### config.mk
export PLATFORM = sky130hd
export DESIGN_NAME = tpic_chain_ctrl
export DESIGN_NICKNAME = d
export VERILOG_FILES = /design/src/rtl/tpic_pkg.sv /design/src/rtl/tpic_bit_timer.sv /design/src/rtl/tpic_chain_ctrl.sv
export SDC_FILE = /design/constraint.sdc
export NUM_CORES = 1
export LEC_CHECK = 0
export ABC_AREA = 1
export BUFFER_PORTS_ARGS = -buffer_cell sky130_fd_sc_hd__buf_2
export CAP_MARGIN = 20
export CORE_UTILIZATION = 45
export CTS_CLUSTER_DIAMETER = 80
export DETAILED_ROUTE_END_ITERATION = 12
export PLACE_DENSITY_LB_ADDON = 0.12
export SETUP_SLACK_MARGIN = 0.05
export SKIP_CTS_REPAIR_TIMING = 1
export SLEW_MARGIN = 20
export SYNTH_ARGS = -nofsm -noshare
export SYNTH_HDL_FRONTEND = slang
export SYNTH_SLANG_ARGS = --single-unit
export TNS_END_PERCENT = 10
### constraint.sdc
create_clock -name clk -period 2.7 [get_ports clk]
set_clock_uncertainty 0.05 [all_clocks]
set_input_delay 0.135 -clock clk [delete_from_list [all_inputs] [get_ports clk]]
set_output_delay 0.135 -clock clk [all_outputs]
set_load 0.01 [all_outputs]
### src/rtl/tpic_pkg.sv
// Shared types and defaults for the TPIC relay-chain sequencer.
package tpic_pkg;
    localparam int unsigned FRAME_CNT_W        = 16;
    localparam int unsigned DEF_CLK_DIV        = 4;
    localparam int unsigned DEF_REFRESH_CYCLES = 5_000_000;

    typedef enum logic [2:0] {
        ST_IDLE,
        ST_LOAD,
        ST_SHIFT_LO,
        ST_SHIFT_HI,
        ST_LATCH,
        ST_BYPASS
    } state_e;

    // Counter width for a modulus of n, never less than one bit.
    function automatic int unsigned cnt_w(input int unsigned n);
        return (n > 1) ? $clog2(n) : 1;
    endfunction
endpackage

### src/rtl/tpic_bit_timer.sv
// Half-period phase counter for SCLK/RCK timing: first-cycle and terminal-count strobes.
module tpic_bit_timer
    import tpic_pkg::*;
#(
    parameter int unsigned CLK_DIV = DEF_CLK_DIV
) (
    input  logic clk,
    input  logic reset_n,
    input  logic en_i,
    output logic first_c_o,
    output logic tc_c_o
);
    localparam int unsigned CW = cnt_w(CLK_DIV);

    logic [CW-1:0] cnt_q;

    assign first_c_o = en_i && (cnt_q == '0);
    assign tc_c_o    = en_i && (cnt_q == CW'(CLK_DIV - 1));

    // Wraps on terminal count so back-to-back phases restart cleanly.
    always_ff @(posedge clk) begin
        if (!reset_n) begin
            cnt_q <= '0;
        end else if (en_i && !tc_c_o) begin
            cnt_q <= cnt_q + CW'(1);
        end else begin
            cnt_q <= '0;
        end
    end
endmodule

### src/rtl/tpic_chain_ctrl.sv
// TPIC relay-chain sequencer: snapshots relay memory, shifts it MSB first, latches with RCK and
// hands the chain to the diag bypass between frames. Define TPIC_READBACK_EN for the sin readback check.
module tpic_chain_ctrl
    import tpic_pkg::*;
#(
    parameter int unsigned WIDTH          = 300,
    parameter int unsigned CLK_DIV        = DEF_CLK_DIV,
    parameter int unsigned REFRESH_CYCLES = DEF_REFRESH_CYCLES
) (
    input  logic                   clk,
    input  logic                   reset_n,
    input  logic [WIDTH-1:0]       data,
    input  logic                   data_update,
    input  logic                   byps_req,
    output logic                   byps_gnt,
    output logic                   sclk,
    output logic                   sout,
    output logic                   rck,
    output logic                   g_n,
    input  logic                   sin,
    output logic                   busy,
    output logic                   fault,
    input  logic                   fault_clr,
    output logic [FRAME_CNT_W-1:0] frame_cnt
);
    localparam int unsigned IW = cnt_w(WIDTH);
    localparam int unsigned TW = cnt_w(REFRESH_CYCLES);

    state_e                 state_q;
    logic [WIDTH-1:0]       shadow_q;
    logic [IW-1:0]          idx_q;
    logic [TW-1:0]          timer_q;
    logic [FRAME_CNT_W-1:0] frame_cnt_q;
    logic                   pending_q, byps_gnt_q, sclk_q, sout_q, rck_q, g_n_q, busy_q;
    logic                   timer_en_c, first_c, tc_c, refresh_hit_c, last_bit_c;

    assign timer_en_c    = (state_q == ST_SHIFT_LO) || (state_q == ST_SHIFT_HI) || (state_q == ST_LATCH);
    assign refresh_hit_c = (timer_q == TW'(REFRESH_CYCLES - 1));
    assign last_bit_c    = (idx_q == '0);

    tpic_bit_timer #(.CLK_DIV(CLK_DIV)) u_bit_timer (
        .clk       (clk),
        .reset_n   (reset_n),
        .en_i      (timer_en_c),
        .first_c_o (first_c),
        .tc_c_o    (tc_c)
    );

    always_ff @(posedge clk) begin
        if (!reset_n) begin
            state_q     <= ST_IDLE;
            shadow_q    <= '0;
            idx_q       <= '0;
            timer_q     <= '0;
            frame_cnt_q <= '0;
            pending_q   <= 1'b1;
            byps_gnt_q  <= 1'b0;
            sclk_q      <= 1'b0;
            sout_q      <= 1'b0;
            rck_q       <= 1'b0;
            g_n_q       <= 1'b1;
            busy_q      <= 1'b0;
        end else begin
            case (state_q)
                ST_IDLE: begin
                    // Saturates at the refresh point so a bypass parked there cannot wrap it.
                    if (!refresh_hit_c) timer_q <= timer_q + TW'(1);
                    if (byps_req) begin
                        state_q    <= ST_BYPASS;
                        byps_gnt_q <= 1'b1;
                        sclk_q     <= 1'b0;
                        sout_q     <= 1'b0;
                        rck_q      <= 1'b0;
                        if (refresh_hit_c) pending_q <= 1'b1;
                    end else if (pending_q || refresh_hit_c) begin
                        state_q   <= ST_LOAD;
                        pending_q <= 1'b0;
                        busy_q    <= 1'b1;
                    end
                end
                ST_LOAD: begin
                    shadow_q <= data;
                    idx_q    <= IW'(WIDTH - 1);
                    sout_q   <= data[WIDTH-1];
                    state_q  <= ST_SHIFT_LO;
                end
                ST_SHIFT_LO: begin
                    if (tc_c) begin
                        sclk_q  <= 1'b1;
                        state_q <= ST_SHIFT_HI;
                    end
                end
                ST_SHIFT_HI: begin
                    if (tc_c) begin
                        sclk_q <= 1'b0;
                        if (last_bit_c) begin
                            sout_q  <= 1'b0;
                            rck_q   <= 1'b1;
                            state_q <= ST_LATCH;
                        end else begin
                            sout_q  <= shadow_q[idx_q - IW'(1)];
                            idx_q   <= idx_q - IW'(1);
                            state_q <= ST_SHIFT_LO;
                        end
                    end
                end
                ST_LATCH: begin
                    if (tc_c) begin
                        rck_q       <= 1'b0;
                        g_n_q       <= 1'b0;
                        busy_q      <= 1'b0;
                        frame_cnt_q <= frame_cnt_q + FRAME_CNT_W'(1);
                        timer_q     <= '0;
                        state_q     <= ST_IDLE;
                    end
                end
                ST_BYPASS: begin
                    if (!byps_req) begin
                        byps_gnt_q <= 1'b0;
                        pending_q  <= 1'b1;
                        state_q    <= ST_IDLE;
                    end
                end
                default: state_q <= ST_IDLE;
            endcase
            // A late update always wins over the LOAD-entry clear: one more frame is guaranteed.
            if (data_update) pending_q <= 1'b1;
        end
    end

    assign byps_gnt  = byps_gnt_q;
    assign sclk      = sclk_q;
    assign sout      = sout_q;
    assign rck       = rck_q;
    assign g_n       = g_n_q;
    assign busy      = busy_q;
    assign frame_cnt = frame_cnt_q;

`ifdef TPIC_READBACK_EN
    logic [WIDTH-1:0] rb_q, prev_q, rb_next_c;
    logic             chain_valid_q, cmp_en_q, mismatch_c, fault_q;

    assign rb_next_c  = (state_q == ST_SHIFT_HI && first_c) ? {rb_q[WIDTH-2:0], sin} : rb_q;
    assign mismatch_c = cmp_en_q && (state_q == ST_SHIFT_HI) && tc_c && last_bit_c && (rb_next_c != prev_q);

    // chain_valid tracks whether the chain holds a complete frame we shifted ourselves.
    always_ff @(posedge clk) begin
        if (!reset_n) begin
            rb_q          <= '0;
            prev_q        <= '0;
            chain_valid_q <= 1'b0;
            cmp_en_q      <= 1'b0;
            fault_q       <= 1'b0;
        end else begin
            rb_q <= rb_next_c;
            if (state_q == ST_LOAD) begin
                prev_q   <= shadow_q;
                cmp_en_q <= chain_valid_q;
            end
            if (state_q == ST_LATCH && tc_c) chain_valid_q <= 1'b1;
            if (state_q == ST_BYPASS && !byps_req) chain_valid_q <= 1'b0;
            if (mismatch_c) begin
                fault_q <= 1'b1;
            end else if (fault_clr) begin
                fault_q <= 1'b0;
            end
        end
    end

    assign fault = fault_q;
`else
    logic unused_rb;
    assign unused_rb = &{1'b0, sin, fault_clr, first_c};
    assign fault     = 1'b0;
`endif
endmodule

==> results.md <==
- CTS clock-pin slew for the worst setup and hold paths: 0.06 ns
- Violated checks: hold timing
- CTS tree: built
- Mapped Area: 16200 um2
- Root Buffer: clkbuf_16
- Top-level port count: 329
- Mean Syn Cell Area: 6.74 um2
- Yosys warnings: 0
- Syn Inst Count: 2400
- Hold slack: -0.000337 ns
- Final Hold Vio Count: 1
- DRC Markers: 0
- Crit path cell chain: inv_4, ha_4, clkinv_8, buf_4, buf_4, buf_4, nand3_1, nand3_1, nand3_1, nand3_2, nand3_2, nand2_1, nand3_1, nand2_1, nand2_1, nand2_1, nand2_1, nand2_1, a21oi_2
- Nets: 3279
- P per Cell Area: 1070 nW/um2
- Leakage: 9.43 nW
- Register share of total power: 29.0%
- Global-route wire length before repair: 76800 um
- Unique masters post-synth: 36
- Data required, critical path: 3.11 ns
- Min Clock Period, post-route: 2.53 ns
- Max-slew violation count: 0
- #FFs+latches synth: 360
- Sw Share: 41.3%
- Crit share post-route: 93.7%
- Final ANT Viol Nets: 0
- Gpl congestion: 0.839
- Syn Nets: 2711
- Vias in the first global route: 15000
- Crit-path max FO: 5
- Layout area overhead: 42.7%
- Slew @ Worst Pin: 0.667 ns
- Core area: 35500 um2
- Total clock sinks: 360
- Peak supply drop: 0.731 mV
- Hold WC Path Type: input pin to flop
- Fillers: 3055
- Starting Density: 45.6%
- Placed Cells: 3061
- FMAX: 395 MHz
- Crit path top cell by count: nand2_1
- Slew HR: 55.5%
- Worst Setup End Kind: flop
- Combinational Power Share: 47.7%
- Initial antenna violation count: 0
- H-tree level count: 2
- Fin cells: 3459
- Setup TNS: 0 ns
- Largest net degree at the start of global routing: 186
- Crit-path slowest cell: dfxtp_4
- Inserted Clock Buffers: 41
- Starting DRC count in detailed routing: 1685
- Unrepaired setup endpoints after global routing: true
- Vias: 18100
- DR WL/cell: 16.3 um
- WS Path Type: flop to flop
- Share of cells above drive strength 1: 15.8%
- GR Util All Layers: 26.0%
- DP Wirelength: 31600 um
- Port bufs: 325
- Via density: 5.23
- Max Cap Violations: 0
- Max stage delay on crit path: 0.38 ns
- Sequential share of the synthesized area: 44.6%
- P_sw: 10.2 mW
- Internal: 14.5 mW
- Arrival time of the worst setup path: 2.94 ns
- Total grt overflow: 0
- FP Rows: 69
- Type of origin of the critical path: flop
- Clk_lat worst skew: 0.53 ns
- Final setup fails: 0
- Die footprint: 36700 um2
- Max Root-Sink Buffers: 3
- Drt total wl: 56300 um
- Status: finished with violations
- CP delay by family, top: simple AND/OR/NAND/NOR gates
- Critical path buffers and inverters: 5
- Die height: 192 um
- Drt first pass iters: 6
- Clock power share: 23.3%
- Die width: 192 um
==> final timing paths <==
check,end,from,slack [ns],cells past startpoint
setup reg to reg,sout,idx_q[0],0.17,19
setup / recovery,sout,idx_q[0],0.17,19
hold reg to reg,u_bit_timer.cnt_q[0],u_bit_timer.cnt_q[0],0.37,1
hold / removal,shadow_q[205],reset_n,-0.0003,3
==> metal layers <==
metal,wire (um),GRT usage (%),vias up,part of all wire (%)
met2,27100,42.9,686,48
met4,1380,6.47,0,2.4
li1,-,-,8967,-
met1,24400,35.8,8345,43
met3,3460,3.25,100,6.1
met5,0,0,-,0
==> worst min-delay path, cell delays in order <==
cell and delay, ns:
buf_2 0.19, o21ai_0 0.15, a21oi_1 0.05
==> layout by cell type (no fill, tap or decap), types with 4 or more instances in the layout <==
cell type and count:
buf_2 325, buf_4 34, o21ai_1 4, inv_1 111, a221oi_1 4, o21a_1 6, nor3_1 31, ha_1 4
dfxtp_1 359, xor2_1 9, clkbuf_16 49, buf_6 4, a21oi_1 383, nand3_1 214, clkbuf_8 14, nand2_1 883
dlygate4sd3_1 306, o21ai_0 104, nor2_1 66, buf_12 12, nor3_2 5, buf_16 4, nand4_1 15, clkbuf_1 9
==> registers in the layout, summed over array words and instances, names as in the netlist, 2 cells and up <==
signal             count
shadow_q             300
timer_q               23
frame_cnt             16
idx_q                  9
state_q                3
u_bit_timer.cnt_q      2
==> power by group through the flow <==
stage	clock network, mW	logic [mW]	registers (mW)
3_3_place_gp	0	10.4	7.22
5_1_grt	6.09	13.0	7.31
4_1_cts	5.86	10.5	7.16
3_5_place_dp	0	10.5	7.25
6_report	5.76	11.8	7.19
2_1_floorplan	0	7.31	7.12
==> cell usage after synthesis <==
master	count	share of area [%]
nand2_1	884	21
a21oi_1	384	12
dfxtp_1	360	45
nand3_1	217	6.7
clkbuf_1	125	2.9
inv_1	112	2.6
o21ai_0	108	3.3
nor2_1	67	1.6
buf_2	31	0.96
nor3_1	31	0.96
nand4_1	15	0.58
xor2_1	9	0.49
buf_4	8	0.37
o21a_1	6	0.28
ha_1	5	0.39
nor3_2	5	0.31
a221oi_1	4	0.22
buf_1	3	0.070
nor4_1	3	0.12
a211oi_1	2	0.093
a31oi_1	2	0.077
clkinv_1	2	0.046
nand2_2	2	0.077
nor3b_1	2	0.093
xnor2_1	2	0.11
a21oi_2	1	0.054
a311oi_1	1	0.054
a32oi_1	1	0.054
conb_1	1	0.023
inv_2	1	0.023
nor2_4	1	0.070
nor3_4	1	0.10
o2111a_1	1	0.070
o22ai_1	1	0.039
xnor2_2	1	0.10
xor2_2	1	0.10
==> cells by family after synthesis <==
kind of cell               synth area share (%)
adders and majority gates                 0.387
and+or+nand+nor                            31.1
xor gates and xnor gates                  0.797
other                                    0.0232
DFF                                        44.6
buffers and inverters                      6.97
AOI/OAI and AO/OA                          16.2
==> through the flow <==
step | power (mW) | worst slack [ns] | util, % | hold WS [ns] | area (um2)
6_report | 24.7 | 0.169 | 65.0 | -0.000337 | 23100
5_1_grt | 26.4 | 0.0228 | 65.0 | 0.000836 | 23100
4_1_cts | 23.5 | 0.111 | 55.4 | -0.244 | 19600
3_5_place_dp | 17.7 | 0.138 | 51.4 | 0.299 | 18200
3_3_place_gp | 17.6 | 0.145 | 51.4 | 0.295 | 18200
2_1_floorplan | 14.4 | 0.0506 | - | 0.177 | 16200
==> cell type report <==
| type | count | area (um2) | share of cell area [%] |
|---|---|---|---|
| Multi-Input combinational cell | 1758 | 7910 | 34.3 |
| Clock inverter | 6 | 109 | 0.472 |
| Sequential cell | 360 | 7210 | 31.3 |
| Tap cell | 461 | 577 | 2.50 |
| Antenna cell | 1 | 2.50 | 0.0108 |
| Timing Repair inverter | 1 | 8.76 | 0.0380 |
| Inverter | 115 | 462 | 2.00 |
| Timing Repair Buffer | 691 | 5490 | 23.8 |
| Clock buffer | 66 | 1300 | 5.65 |
No activity file was read; power rests on OpenSTA's default activity.
